<file path="src/rtl/cpu_exec_sequencer.sv">
// Per-instruction execution sequencer for the 8051 core: fetches opcodes, steps the
// decoder through its phases, and owns the PC plus the single ROM/RAM request handshakes.
module cpu_exec_sequencer #(
   parameter int unsigned     PC_W        = 16,
   parameter logic [PC_W-1:0] RESET_PC    = '0,
   parameter logic [7:0]      ACK_TIMEOUT = 8'd15
) (
   input  logic            clk,
   input  logic            rst_n,
   input  logic [2:0]      next_status,
   input  logic [2:0]      run_phase_init,
   input  logic [2:0]      data_from,
   input  logic [7:0]      addr_register_out,
   input  logic [7:0]      acc,
   input  logic            rom_ack,
   input  logic [7:0]      rom_rdata,
   input  logic            ram_ack,
   input  logic [7:0]      ram_rdata,
   input  logic            alu_done,
   output logic [7:0]      instruction,
   output logic [2:0]      run_phase,
   output logic [PC_W-1:0] pc,
   output logic            rom_req,
   output logic [PC_W-1:0] rom_addr,
   output logic            ram_req,
   output logic            ram_we,
   output logic [7:0]      ram_addr,
   output logic [7:0]      ram_wdata,
   output logic [7:0]      data_register,
   output logic            alu_start,
   output logic            bus_err,
   output logic            illegal_op
);

   localparam logic [2:0] NS_NOP       = 3'b000;
   localparam logic [2:0] NS_RAM_READ  = 3'b001;
   localparam logic [2:0] NS_ROM_READ  = 3'b010;
   localparam logic [2:0] NS_PROCESS   = 3'b011;
   localparam logic [2:0] NS_RAM_WRITE = 3'b100;
   localparam logic [2:0] NS_NOT_DONE  = 3'b111;

   typedef enum logic [2:0] {
      S_FETCH,
      S_DECODE,
      S_ROM_OPND,
      S_RAM_RD,
      S_RAM_WR,
      S_ALU_WAIT
   } state_t;

   state_t          state, state_nxt;
   logic [PC_W-1:0] pc_nxt;
   logic [7:0]      instr_nxt, dreg_nxt, raddr_nxt, wdata_nxt;
   logic [2:0]      phase_nxt, phase_base;
   logic [7:0]      wait_cnt, wait_nxt;
   logic            first_dec, first_nxt;
   logic            rom_req_nxt, ram_req_nxt, ram_we_nxt;
   logic            alu_start_nxt, bus_err_nxt, illegal_nxt;
   logic            stalled;

   assign rom_addr = pc;

   always_ff @(posedge clk or negedge rst_n) begin
      if (!rst_n) begin
         state         <= S_FETCH;
         pc            <= RESET_PC;
         instruction   <= 8'h00;
         run_phase     <= 3'd0;
         data_register <= 8'h00;
         wait_cnt      <= 8'h00;
         first_dec     <= 1'b0;
         rom_req       <= 1'b0;
         ram_req       <= 1'b0;
         ram_we        <= 1'b0;
         ram_addr      <= 8'h00;
         ram_wdata     <= 8'h00;
         alu_start     <= 1'b0;
         bus_err       <= 1'b0;
         illegal_op    <= 1'b0;
      end else begin
         state         <= state_nxt;
         pc            <= pc_nxt;
         instruction   <= instr_nxt;
         run_phase     <= phase_nxt;
         data_register <= dreg_nxt;
         wait_cnt      <= wait_nxt;
         first_dec     <= first_nxt;
         rom_req       <= rom_req_nxt;
         ram_req       <= ram_req_nxt;
         ram_we        <= ram_we_nxt;
         ram_addr      <= raddr_nxt;
         ram_wdata     <= wdata_nxt;
         alu_start     <= alu_start_nxt;
         bus_err       <= bus_err_nxt;
         illegal_op    <= illegal_nxt;
      end
   end

   always_comb begin
      state_nxt     = state;
      pc_nxt        = pc;
      instr_nxt     = instruction;
      phase_nxt     = run_phase;
      dreg_nxt      = data_register;
      raddr_nxt     = ram_addr;
      wdata_nxt     = ram_wdata;
      wait_nxt      = 8'h00;
      first_nxt     = first_dec;
      rom_req_nxt   = rom_req;
      ram_req_nxt   = ram_req;
      ram_we_nxt    = ram_we;
      alu_start_nxt = 1'b0;
      bus_err_nxt   = 1'b0;
      illegal_nxt   = 1'b0;
      stalled       = 1'b0;
      phase_base    = first_dec ? run_phase_init : run_phase;

      case (state)
         S_FETCH: begin
            // rom_req is only low here right after reset or an abort; raise it first
            if (!rom_req) begin
               rom_req_nxt = 1'b1;
            end else if (rom_ack) begin
               instr_nxt   = rom_rdata;
               pc_nxt      = pc + PC_W'(1);
               phase_nxt   = 3'd0;
               first_nxt   = 1'b1;
               rom_req_nxt = 1'b0;
               state_nxt   = S_DECODE;
            end else begin
               stalled = 1'b1;
            end
         end
         S_DECODE: begin
            phase_nxt = phase_base;
            first_nxt = 1'b0;
            case (next_status)
               NS_NOP: begin
                  rom_req_nxt = 1'b1;
                  state_nxt   = S_FETCH;
               end
               NS_RAM_WRITE: begin
                  raddr_nxt = addr_register_out;
                  case (data_from)
                     3'b000:  wdata_nxt = acc;
                     3'b001:  wdata_nxt = data_register;
                     default: wdata_nxt = 8'h00;
                  endcase
                  ram_req_nxt = 1'b1;
                  ram_we_nxt  = 1'b1;
                  state_nxt   = S_RAM_WR;
               end
               NS_RAM_READ: begin
                  raddr_nxt   = addr_register_out;
                  ram_req_nxt = 1'b1;
                  ram_we_nxt  = 1'b0;
                  state_nxt   = S_RAM_RD;
               end
               NS_ROM_READ: begin
                  rom_req_nxt = 1'b1;
                  state_nxt   = S_ROM_OPND;
               end
               NS_PROCESS: begin
                  alu_start_nxt = 1'b1;
                  state_nxt     = S_ALU_WAIT;
               end
               NS_NOT_DONE: begin
                  phase_nxt = phase_base + 3'd1;
               end
               default: begin
                  illegal_nxt = 1'b1;
                  rom_req_nxt = 1'b1;
                  state_nxt   = S_FETCH;
               end
            endcase
         end
         S_ROM_OPND: begin
            if (rom_ack) begin
               dreg_nxt    = rom_rdata;
               pc_nxt      = pc + PC_W'(1);
               phase_nxt   = run_phase + 3'd1;
               rom_req_nxt = 1'b0;
               state_nxt   = S_DECODE;
            end else begin
               stalled = 1'b1;
            end
         end
         S_RAM_RD: begin
            if (ram_ack) begin
               dreg_nxt    = ram_rdata;
               phase_nxt   = run_phase + 3'd1;
               ram_req_nxt = 1'b0;
               state_nxt   = S_DECODE;
            end else begin
               stalled = 1'b1;
            end
         end
         S_RAM_WR: begin
            if (ram_ack) begin
               ram_req_nxt = 1'b0;
               ram_we_nxt  = 1'b0;
               rom_req_nxt = 1'b1;
               state_nxt   = S_FETCH;
            end else begin
               stalled = 1'b1;
            end
         end
         S_ALU_WAIT: begin
            if (alu_done) begin
               phase_nxt = run_phase + 3'd1;
               state_nxt = S_DECODE;
            end else begin
               stalled = 1'b1;
            end
         end
         default: begin
            state_nxt = S_FETCH;
         end
      endcase

      // A completing ack takes priority over a timeout reached in the same cycle
      if (stalled) begin
         if (wait_cnt == ACK_TIMEOUT - 8'd1) begin
            bus_err_nxt = 1'b1;
            rom_req_nxt = 1'b0;
            ram_req_nxt = 1'b0;
            ram_we_nxt  = 1'b0;
            pc_nxt      = pc;
            dreg_nxt    = data_register;
            phase_nxt   = run_phase;
            state_nxt   = S_FETCH;
         end else begin
            wait_nxt = wait_cnt + 8'd1;
         end
      end
   end

endmodule

</file>
<file path="config.mk">
export PLATFORM = sky130hd
export DESIGN_NAME = cpu_exec_sequencer
export DESIGN_NICKNAME = d
export VERILOG_FILES = /design/src/rtl/cpu_exec_sequencer.sv
export SDC_FILE = /design/constraint.sdc
export NUM_CORES = 1
export LEC_CHECK = 0
export BUFFER_PORTS_ARGS = -buffer_cell sky130_fd_sc_hd__buf_2
export CAP_MARGIN = 25
export CORE_ASPECT_RATIO = 2
export CORE_MARGIN = 2
export CORE_UTILIZATION = 35
export CTS_BUF_LIST = sky130_fd_sc_hd__clkbuf_4 sky130_fd_sc_hd__clkbuf_8 sky130_fd_sc_hd__clkbuf_16
export DETAILED_ROUTE_END_ITERATION = 10
export SLEW_MARGIN = 20
export SYNTH_ARGS = -nofsm -noshare
export SYNTH_HDL_FRONTEND = slang
export SYNTH_SLANG_ARGS = --single-unit
export TNS_END_PERCENT = 50
</file>
<file path="constraint.sdc">
create_clock -name clk -period 2 [get_ports clk]
set_clock_uncertainty 0.15 [all_clocks]
set_input_delay 0.2 -clock clk [delete_from_list [all_inputs] [get_ports clk]]
set_output_delay 0.2 -clock clk [all_outputs]
set_load 0.02 [all_outputs]
</file>
Yosys cells after proc, flatten, opt, wreduce, memory -nomap -nowiden
Cells that the tools add are included.

word-level totals
  bits in registers = 69
  RAM bits = 0
  memories kept = 0
  memory bits (read-only) = 0
  bits in latches = 0
  output and inout port bits = 73

operators by class
  bitwise operators = 0
  muxes and demuxes = 63
  $lt $le $gt $ge = 0
  $mul = 0
  $add $sub $neg = 4
  eq/ne operators = 15
  reduce and logical (&&, ||, !) cells = 12
  shift-type cells = 0
  div/mod/pow operators = 0

operator list
  cell                                                 count
  2-to-1 mux 16 bit                                    4
  2-to-1 mux 3 bit                                     16
  2-to-1 mux 8 bit                                     6
  one-hot mux 16 bit (2 select lines)                  1
  one-hot mux 8 bit (2 select lines)                   2
  one-hot mux 3 bit (5 select lines)                   2
  2-to-1 mux 1 bit                                     25
  one-hot mux 3 bit (6 select lines)                   1
  adder 16 x 1 -> 16 bit, second input constant        1
  equality test 3 x 2 -> 1 bit, second input constant  4
  equality test 3 bit, second input constant           4
  equality test 3 x 1 -> 1 bit, second input constant  3
  zero test 3 bit                                      3
  adder 8 x 1 -> 8 bit, second input constant          1
  equality test 8 x 4 -> 1 bit, second input constant  1
  one-hot mux 1 bit (2 select lines)                   4
  one-hot mux 1 bit (4 select lines)                   2
  adder 3 x 1 -> 3 bit, second input constant          2
  != test 2 bit, second input constant                 3
  AND reduction 3 bit                                  2
  OR reduction 6 bit                                   1
  AND reduction 2 bit                                  2
  OR reduction 2 bit                                   2
  OR reduction 4 bit                                   1
  nonzero test 2 bit                                   1

Longest topological paths before layout
Gate-level depths: netlist (run 1).

  depth after elaboration = 6
  mapped depth = 7

Worst setup path after synthesis (run 1)
No wires, ideal clock.

  kind = reg2reg
  from = reg state[1]
  to = reg ram_addr[0]
  stages on the path, launching flop included = 7
  buffers on the path = 2
  data arrival time = 1538 ps
  setup slack = 187 ps
  path through = dfrtp_1 -> buf_6 -> nand2b_4 -> nand2b_4 -> or3_1 -> buf_6 -> mux2_4

between the ends
  longest elaborated chain between the ends = 2

RTL lines
  what                                  line  text
  start, declared                       51    state_t state, state_nxt;
  start signal, assigned                81    state <= state_nxt;
  equality test 3 x 1 -> 1 bit          118   case (state)
  AND reduction 2 bit (no source line)  n/a
  end signal, assigned                  91    ram_addr <= raddr_nxt;
  end, declared                         27    output logic [7:0] ram_addr,

Every way passes these cells.
A chain may end at the register's enable or synchronous reset.

Final worst setup path (run 1)
  from = reg state[1]
  to = reg state[1]

between the ends
  longest elaborated chain between the ends = 5
  elaborated cells between the ends (all ways) = 17
  classes of those cells = eq/ne: 5; mux: 10; reduce/logical: 2

RTL lines
  what                                line      text
  2-to-1 mux 3 bit                    123, 178
  2-to-1 mux 3 bit                    121       if (!rom_req) begin
  one-hot mux 3 bit (6 select lines)  118
  2-to-1 mux 3 bit                    223       if (wait_cnt == ACK_TIMEOUT - 8'd1) begin
  2-to-1 mux 3 bit *                  222       if (stalled) begin
  via state_nxt[1]                    51

The timed path passes the listed nets; every way through them passes the cells marked *.

==> results of run 1 <==
## logic make-up after synthesis
logic type	synth area share, %
xor gates and xnor gates	6.243
buffers and inverters	6.778
muxes	10.42
AOI/OAI and AO/OA	9.775
adders and majority gates	1.784
DFF	49.23
and+or+nand+nor	15.77
## placed cells by master, fill, tap and decap left out, types with 8 or more instances in the layout
master,Yosys,layout
mux2_4,8,8
mux2i_1,11,11
dfrtp_1,69,68
mux2_2,12,12
buf_4,18,13
xor2_1,11,11
nand4_1,8,8
dlygate4sd3_1,0,19
xnor2_1,14,14
nand2_1,32,31
clkbuf_16,0,9
a22oi_1,9,9
o21ai_0,22,22
buf_2,7,118
nand3_1,11,11
nor2_1,22,22
## worst max path at each step
stage                              start           end  slack, ns  depth (start not counted)
after floorplan                 state[1]   ram_addr[0]       0.19                          6
after global placement          state[1]   ram_addr[7]       0.08                          4
after detailed placement        state[2]   ram_addr[3]       0.04                          4
after CTS                       state[2]   ram_addr[4]       0.02                          4
after global routing      next_status[2]  ram_wdata[1]       0.01                          7
final                           state[1]      state[1]       0.12                          6
## metrics by stage
| step | instance area (um2) | std cells | power [mW] |
|---|---|---|---|
| after floorplan | 3507 | 327 | 4.201 |
| after global placement | 4161 | 559 | 5.020 |
| after detailed placement | 4161 | 559 | 5.078 |
| after CTS | 4641 | 592 | 6.685 |
| after global routing | 4656 | 592 | 7.070 |
| final | 4656 | 592 | 6.658 |
## state kept, by name, indices dropped and copies added (netlist names)
register and flops:
pc 16, data_register 8, instruction 8, ram_addr 8, ram_wdata 8, wait_cnt 8, run_phase 3, state 3
alu_start 1, bus_err 1, first_dec 1, illegal_op 1, ram_req 1, ram_we 1, rom_req 1
## synthesized netlist by cell type (3+ instances only)
| cell | n | area (um2) |
|---|---|---|
| xor2_1 | 11 | 96.34 |
| buf_4 | 18 | 135.1 |
| nand2b_1 | 5 | 31.28 |
| o21ai_0 | 22 | 110.1 |
| dfrtp_1 | 69 | 1727 |
| or3_1 | 3 | 18.77 |
| buf_2 | 7 | 35.03 |
| buf_6 | 3 | 33.78 |
| inv_1 | 5 | 18.77 |
| mux2_2 | 12 | 135.1 |
| ha_1 | 5 | 62.56 |
| nand4_1 | 8 | 50.05 |
| nand3_1 | 11 | 55.05 |
| nor2_1 | 22 | 82.58 |
| mux2i_1 | 11 | 110.1 |
| a21oi_1 | 7 | 35.03 |
| nand2_1 | 32 | 120.1 |
| a22oi_1 | 9 | 67.56 |
| clkbuf_1 | 4 | 15.01 |
| nand2b_4 | 3 | 41.29 |
| nor3_1 | 6 | 30.03 |
| mux2_4 | 8 | 120.1 |
| xnor2_1 | 14 | 122.6 |
## power groups by stage
stage | Clock [mW] | Sequential [mW] | Combinational (mW)
after floorplan | 0 | 2.67 | 1.53
after global placement | 0 | 2.25 | 2.77
after detailed placement | 0 | 2.27 | 2.81
after CTS | 1.59 | 2.25 | 2.85
after global routing | 1.65 | 2.32 | 3.10
final | 1.56 | 2.25 | 2.85
## timing repair
| action | CTS | global route |
|---|---|---|
| endpoints found under the setup margin | 0 | 25 |
| endpoints found under the hold margin | 87 | 0 |
| hold buffers | 19 | 0 |
| setup buffers | 0 | 0 |
| gates resized for setup | 0 | 4 |
## worst max-delay path: cells and delay by family (launching register included)
kind                   cells  cell delay, ns
buffers and inverters      1            0.23
DFF                        1            0.42
AOI/OAI and AO/OA          2            0.40
and+or+nand+nor            3            0.57
## routing by layer
| metal | wire length, um | global-route usage (%) |
|---|---|---|
| met1 | 3233 | 18.80 |
| met2 | 4985 | 30.66 |
| met3 | 419 | 4.432 |
| met4 | 202 | 7.054 |
| met5 | 0 | 0 |
## cell type report
cell class	instances	area [um2]
sequential	69	1728
clock buffer	12	254.0
tap	132	165.2
inverter	5	18.77
multi-input combinational	221	1556
clock inverter	2	35.03
fill	942	5107
timing repair buffer	151	898.4
==> results by group, run 1 <==
Pwr
  – Power per cell area: 1430 mW/mm2
  – Worst vdd ir: 850.4 uV
  – Pleak: 2.349 nW
  – Internal: 4.075 mW
  – Power share of the sequential group: 33.7%
  – Clock power frac: 23.4%
  – Comb pwr share: 42.8%
  – Sw Share: 38.80%
  – Switching Power: 2.584 mW

Timing
  – Final setup fails: 0
  – Actual slew at the worst max-slew pin: 0.3751 ns
  – Slew headroom: 75.00%
  – Final Hold Viols: 0
  – Final worst path period share: 94.23%
  – Total negative slack: 0 ns
  – Minimum clock period: 1.885 ns
  – Fmax: 530.6 MHz
  – Worst Hold Slack: 0.01204 ns
  – Max Slew Vio Count: 0
  – RSZ-0062 raised after global routing: no
  – Post-route setup slack: 0.1155 ns

Floorplanning
  – Num rows: 51
  – Die area: 0.01089 mm2
  – Initial Util: 35.92%
  – Core footprint: 0.009763 mm2
  – Io pins: 119
  – Die Width: 74.78 um
  – Die Ht: 145.6 um

Setup path
  – Worst R2R Start: state[1]
  – Reg-to-Reg End: state[1]
  – Worst-path cell chain: buf_4 -> nand3b_1 -> o32ai_1 -> nor2_1 -> nor2_4 -> a211oi_1
  – Worst Path Arrival: 1.95 ns
  – CP max stage delay: 0.42 ns
  – Critical Path Start Type: register
  – R2r worst-path depth: 6
  – Crit-path slowest cell: dfrtp_1
  – Required time of the critical path: 2.07 ns
  – Crit. End Element: register
  – Max FO, Critical Path: 15
  – Reg-to-reg slack, setup: 0.12 ns
  – Setup CP Type: reg -> reg

Min path
  – Worst Hold Path EP: data_register[0]
  – Worst min path class: in -> reg
  – Hold depth: 3
  – Hold Startpoint: ram_rdata[0]

Placement
  – Port Buffer Count: 118
  – Post-DP HPWL: 6661 um
  – Worst slack, placed: 0.03963 ns
  – GPL Wtd Cong: 0.8498

Global route
  – Largest net degree at the start of global routing: 70
  – Grt ovf: 0
  – Initial antenna violation count: 0
  – First-pass GRT wire length: 14480 um
  – Number of global-route vias before repair: 2955
  – Gr usage total: 17.31%

Clock network
  – CTS tree: yes
  – Worst-Skew Late Latency: 0.33 ns
  – Root Driver: clkbuf_16
  – H-tree depth: 3
  – Clock Pin Slew Worst Setup and Hold Paths: 0.05 ns
  – CTS max path bufs: 2
  – CTS buffer count: 9
  – Clock sink count: 69

Yosys
  – Syn_nets: 378
  – Seq/Total Area, Yosys: 49.23%
  – FFs w/ async S/R, synth: 100.0%
  – Yosys Warn Count: 0
  – Post-Syn Instances: 327
  – Ys flop type: dfrtp_1
  – Synth unique cells: 48
  – Yosys reg bits: 69
  – Avg Inst Size Synth: 10.73 um2
  – Synthesized cell area: 0.003507 mm2
  – Post-synth EDFFs: 0

Routing
  – TritonRoute pass-1 iters: 4
  – DR iter-0 viols: 119
  – Drt drc: 0
  – Vias per inst: 4.880
  – DR WL/cell: 14.93 um
  – Via count: 2889
  – Final WL: 8840 um
  – Antenna-violating nets left: 0

Layout
  – Final nets: 508
  – Post-route core utilization: 47.69%
  – Synth-to-Final Area Change: 32.75%
  – N_diodes: 0
  – Fraction of layout cells with a size suffix above 1: 39.13%

Status
  – Run status: finished, final reports clean

Run
  – Max capacitance violation total: 0
Power figures use the tool's default switching activity.
==> run 2, diff against run 1 <==
Settings changed: ABC_AREA set to 1, CORE_MARGIN 2 to 4.
==> results by group, run 2 <==
Clock network
  – CTS tree: yes
  – CTS max path bufs: 2
  – Worst-Skew Late Latency: 0.33 ns
  – Setup bufs post-CTS: 0
  – CTS buffer count: 9
  – Clock Pin Slew Worst Setup and Hold Paths: 0.05 ns
  – Clock sink count: 69
  – Post-CTS Hold Fix Bufs: 21
  – Root Driver: clkbuf_16
  – PostCTS Resize Cnt: 0
  – H-tree depth: 3

Routing
  – Via count: 3646
  – DR WL/cell: 13.14 um
  – Antenna-violating nets left: 0
  – Drt drc: 0
  – DR iter-0 viols: 133
  – Vias per inst: 4.735
  – TritonRoute pass-1 iters: 4
  – Final WL: 10120 um

Layout
  – N_diodes: 0
  – Storage element area: 0.001727 mm2
  – Final non-filler cell area: 0.005079 mm2
  – Final nets: 676
  – Max reg flops: 16
  – Most frequent cells in the layout: nand2_1 (135), buf_2 (118), dfrtp_1 (69)
  – Non-Filler Instances: 770
  – Synth-to-Final Area Change: 31.44%
  – Fraction of layout cells with a size suffix above 1: 25.87%
  – Commonest non-fill, non-tap cell in the layout: nand2_1
  – Largest register by flop count: pc
  – Multi-input gate area: 0.001707 mm2
  – # fillers: 1069

Floorplanning
  – Die area: 0.01289 mm2
  – Io pins: 119
  – Die Width: 82.30 um
  – Num rows: 54
  – Initial Util: 35.52%
  – Core footprint: 0.01088 mm2
  – Die Ht: 156.6 um

Pwr
  – Pleak: 2.700 nW
  – Comb pwr share: 39.5%
  – Worst vdd ir: 693.1 uV
  – Internal: 4.201 mW
  – Overall power: 7.034 mW
  – Power per cell area: 1385 mW/mm2
  – Switching Power: 2.833 mW
  – Sw Share: 40.27%
  – Clock power frac: 27.4%
  – Power share of the sequential group: 33.2%

Timing
  – Max Slew Vio Count: 0
  – Fmax: 560.3 MHz
  – Total negative slack: 0 ns
  – Final worst path period share: 89.25%
  – Post-route setup slack: 0.2151 ns
  – Slew headroom: 73.12%
  – Final Hold Viols: 0
  – RSZ-0062 raised after global routing: no
  – Actual slew at the worst max-slew pin: 0.4031 ns
  – Final setup fails: 0
  – Minimum clock period: 1.785 ns

Setup path
  – CP max stage delay: 0.46 ns
  – Worst Path Arrival: 1.86 ns
  – Max FO, Critical Path: 17
  – Crit-path slowest cell: dfrtp_1
  – Setup CP Type: reg -> reg
  – Required time of the critical path: 2.07 ns
  – Top Family by Delay on Critical Path: simple AND/OR/NAND/NOR gates
  – CP bufs+invs: 2
  – Reg-to-reg slack, setup: 0.22 ns
  – Worst R2R Start: state[2]
  – Worst-path cell chain: inv_1 -> nand3_2 -> nand2_2 -> nand2_1 -> nand3_2 -> nand2_2 -> nand2_1 -> inv_1
  – Crit. End Element: register
  – Crit. Startpoint: state[2]
  – Critical Path Start Type: register

Yosys
  – Synth area leader: dfrtp_1
  – Top-area cell type share of the netlist area: 44.69%
  – Synthesized cell area: 0.003864 mm2
  – Top-count cell post-synth: nand2_1
  – Top post-synthesis cells by area: dfrtp_1 (45%), nand2_1 (13%), nand3_1 (6.1%), inv_1 (5.7%), nor2_1 (4.0%)
  – Seq/Total Area, Yosys: 44.69%
  – Syn_nets: 546
  – List of most frequent post-synthesis cells: nand2_1 (135), dfrtp_1 (69), inv_1 (59)
  – Synth unique cells: 34
  – FFs w/ async S/R, synth: 100.0%
  – Post-Syn Instances: 495
  – Yosys reg bits: 69
  – Avg Inst Size Synth: 7.805 um2
  – Ys flop type: dfrtp_1
  – Post-synth EDFFs: 0
  – Yosys Warn Count: 0

Placement
  – Post-DP HPWL: 7880 um
  – Area after DPL: 0.004506 mm2
  – Placed insts: 733
  – GPL Wtd Cong: 0.8463
  – Port Buffer Count: 118
  – Worst slack, placed: 0.2232 ns

Run
  – Max capacitance violation total: 0

Min path
  – Hold Startpoint: rom_rdata[1]
  – Worst min path class: in -> reg

Global route
  – Number of global-route vias before repair: 3562
  – Largest net degree at the start of global routing: 70
  – Grt ovf: 0
  – Initial antenna violation count: 0
  – Gr usage total: 16.46%
  – First-pass GRT wire length: 16390 um

Status
  – Run status: finished, final reports clean
[run 2: logic make-up after synthesis]
logic type	synth area share, %
mux	0.2914
simple gates	29.89
buf+inv	11.14
xor+xnor	3.400
flops	44.69
fa+ha+maj	1.619
compound gates	8.970
[run 2: cell type report]
cell class	instances	share of cell area (%)
Tap cell	140	3.449
Multi-Input combinational cell	336	33.60
Inverter	63	4.755
Timing Repair Buffer	146	17.05
Sequential cell	69	34.00
Clock inverter	7	2.710
Clock buffer	9	4.435
[run 2: worst paths after layout]
path	endpoint	cells past startpoint
max	ram_we	8
min	instruction[1]	3
max reg2reg	ram_we	8
min reg2reg	wait_cnt[0]	1
max in group asynchronous	pc[0]	3
min in group asynchronous	ram_addr[4]	3
[run 2: metrics by stage]
step                util, %  hold WS (ns)
floorplan                 -       -0.2456
global placement      41.42        0.1005
detailed placement    41.42        0.1015
CTS                   46.69      0.002506
global route          46.69       0.01434
finish                46.69      0.006435
[run 2: tightest hold or removal path: stages]
cell and delay (ns):
buf_2 0.11, inv_1 0.07, o21ai_1 0.07
[run 2: per-layer routing]
metal,up-vias,track usage (%),share of wire [%]
met5,-,0,0
met4,0,9.984,4.2
met3,29,2.650,4.5
met2,101,29.59,55
met1,1687,17.10,36
li1,1829,-,-
[run 2: power by group through the flow]
stage / Clock, mW / Sequential [mW] / Combinational [mW]
finish: 1.92 / 2.33 / 2.78
global route: 2.03 / 2.41 / 3.09
CTS: 1.96 / 2.34 / 2.82
detailed placement: 0 / 2.36 / 2.78
global placement: 0 / 2.33 / 2.75
floorplan: 0 / 2.75 / 1.52
==> run 3, diff against run 2 <==
==> constraint.sdc (replaced) <==
create_clock -name clk -period 2 [get_ports clk]
set_clock_uncertainty 0.15 [all_clocks]
set_input_delay 0.1 -clock clk [delete_from_list [all_inputs] [get_ports clk]]
set_output_delay 0.1 -clock clk [all_outputs]
set_load 0.02 [all_outputs]
==> results by group, run 3 (same netlist as run 2, synthesis figures left out) <==
Status
  – Run status: finished, final reports clean

Floorplanning
  – Io pins: 119
  – Initial Util: 35.52%
  – Die Ht: 156.6 um
  – Die Width: 82.30 um
  – Core footprint: 0.01088 mm2
  – Die area: 0.01289 mm2
  – Num rows: 54

Clock network
  – CTS buffer count: 9
  – CTS tree: yes
  – Root Driver: clkbuf_16
  – H-tree depth: 3
  – PostCTS Resize Cnt: 0
  – CTS max path bufs: 2
  – Worst-Skew Late Latency: 0.33 ns
  – Clock Pin Slew Worst Setup and Hold Paths: 0.06 ns
  – Clock sink count: 69

Layout
  – Commonest non-fill, non-tap cell in the layout: nand2_1
  – Synth-to-Final Area Change: 35.07%
  – Largest register by flop count: pc
  – Final non-filler cell area: 0.005219 mm2
  – Fraction of layout cells with a size suffix above 1: 25.31%
  – Max reg flops: 16
  – # fillers: 1053
  – Final nets: 690
  – N_diodes: 0
  – Most frequent cells in the layout: nand2_1 (135), buf_2 (118), dfrtp_1 (69)

Setup path
  – Required time of the critical path: 2.07 ns
  – CP max stage delay: 0.46 ns
  – Worst R2R Start: state[2]
  – R2r worst-path depth: 8
  – Reg-to-Reg End: ram_we
  – Reg-to-reg slack, setup: 0.21 ns
  – Worst-path cell chain: inv_1 -> nand3_2 -> nand2_2 -> nand2_1 -> nand3_2 -> nand2_2 -> nand2_1 -> inv_1
  – Worst Path Arrival: 1.86 ns
  – Setup CP Type: reg -> reg
  – Crit-path slowest cell: dfrtp_1
  – Crit. End Element: register
  – Critical Path Start Type: register
  – Max FO, Critical Path: 17

Global route
  – Grt ovf: 0
  – Met2 GRT Util: 29.75%
  – Met1 usage: 17.65%
  – Number of global-route vias before repair: 3647
  – Gr usage total: 16.99%
  – Initial antenna violation count: 0
  – Global routing usage on met3: 2.707%
  – First-pass GRT wire length: 16840 um
  – Largest net degree at the start of global routing: 70
  – Gr busiest metal: met2

Routing
  – DR WL/cell: 13.27 um
  – TritonRoute pass-1 iters: 5
  – Drt drc: 0
  – Antenna-violating nets left: 0
  – Vias per inst: 4.759
  – DR iter-0 viols: 133
  – Via count: 3731
  – Final WL: 10410 um

Placement
  – GPL Wtd Cong: 0.8463
  – Post-DP HPWL: 7880 um
  – Port Buffer Count: 118
  – Area after DPL: 0.004506 mm2

Timing
  – Final setup fails: 0
  – Final worst path period share: 89.36%
  – Total negative slack: 0 ns
  – Slew headroom: 73.13%
  – Fmax: 559.6 MHz
  – Final Hold Viols: 0
  – Max Slew Vio Count: 0
  – Minimum clock period: 1.787 ns
  – RSZ-0062 raised after global routing: no
  – Actual slew at the worst max-slew pin: 0.4030 ns

Pwr
  – Worst vdd ir: 604.6 uV
  – Power per cell area: 1353 mW/mm2
  – Pleak: 2.759 nW

Min path
  – Worst min path class: in -> reg
  – Worst Hold Path EP: alu_start
  – Hold depth: 3
  – Hold Startpoint: next_status[1]

Run
  – Max capacitance violation total: 0
run 3: cell count changes in the layout (fill, tap and decap cells not counted):
| cell | before | now |
|---|---|---|
| dlygate4sd3_1 | 21 | 35 |
run 3: final cells by class:
class	instances	area (um2)	share of cell area [%]
Sequential cell	69	1727	33.09
Multi-Input combinational cell	336	1707	32.70
Tap cell	140	175.2	3.357
Clock buffer	9	225.2	4.316
Clock inverter	7	137.6	2.637
Timing Repair Buffer	160	1006	19.28
Inverter	63	241.5	4.627
run 3: per-stage QoR:
| step | setup slack [ns] | utilization (%) | hold WS, ns | cells | total power, mW |
|---|---|---|---|---|---|
| after CTS | 0.2075 | 47.98 | 0.01169 | 784 | 7.145 |
| after floorplan | 0.3339 | - | -0.3456 | 495 | 4.277 |
| after global placement | 0.2435 | 41.42 | 0.0005375 | 733 | 5.084 |
| after detailed placement | 0.2232 | 41.42 | 0.001510 | 733 | 5.148 |
| final | 0.2129 | 47.98 | 0.02643 | 784 | 7.060 |
| after global routing | 0.06309 | 47.98 | 0.05823 | 784 | 7.558 |
run 3: worst max path at each step:
stage	end	from	slack, ns
floorplan	pc[8]	pc[0]	0.33
global placement	ram_we	state[2]	0.24
CTS	ram_we	state[2]	0.21
global route	wait_cnt[1]	state[2]	0.06
detailed placement	ram_we	state[2]	0.22
finish	ram_we	state[2]	0.21
run 3: routing by layer:
metal  vias to the layer above  part of all wire (%)
met5                         -                     0
met4                         0                   6.0
met3                        44                   4.3
met2                       117                    54
met1                      1716                    36
li1                       1854                     -
run 3: what timing repair did:
action                                 in CTS  in global routing
buffers inserted                            0                  0
hold buffers                               35                  0
endpoints found under the hold margin     103                  0
run 3: worst max-delay path: cells and delay by family, from the launching register on:
| family | cells | cell delay [ns] |
|---|---|---|
| buffers and inverters | 2 | 0.23 |
| DFF | 1 | 0.46 |
| and+or+nand+nor | 6 | 0.82 |
run 3: where the power goes:
group / internal (mW) / switching, mW / total, mW
Combinational: 1.01 / 1.80 / 2.80
Clock: 1.34 / 0.585 / 1.92
Sequential: 1.87 / 0.461 / 2.33
Total: 4.22 / 2.84 / 7.06
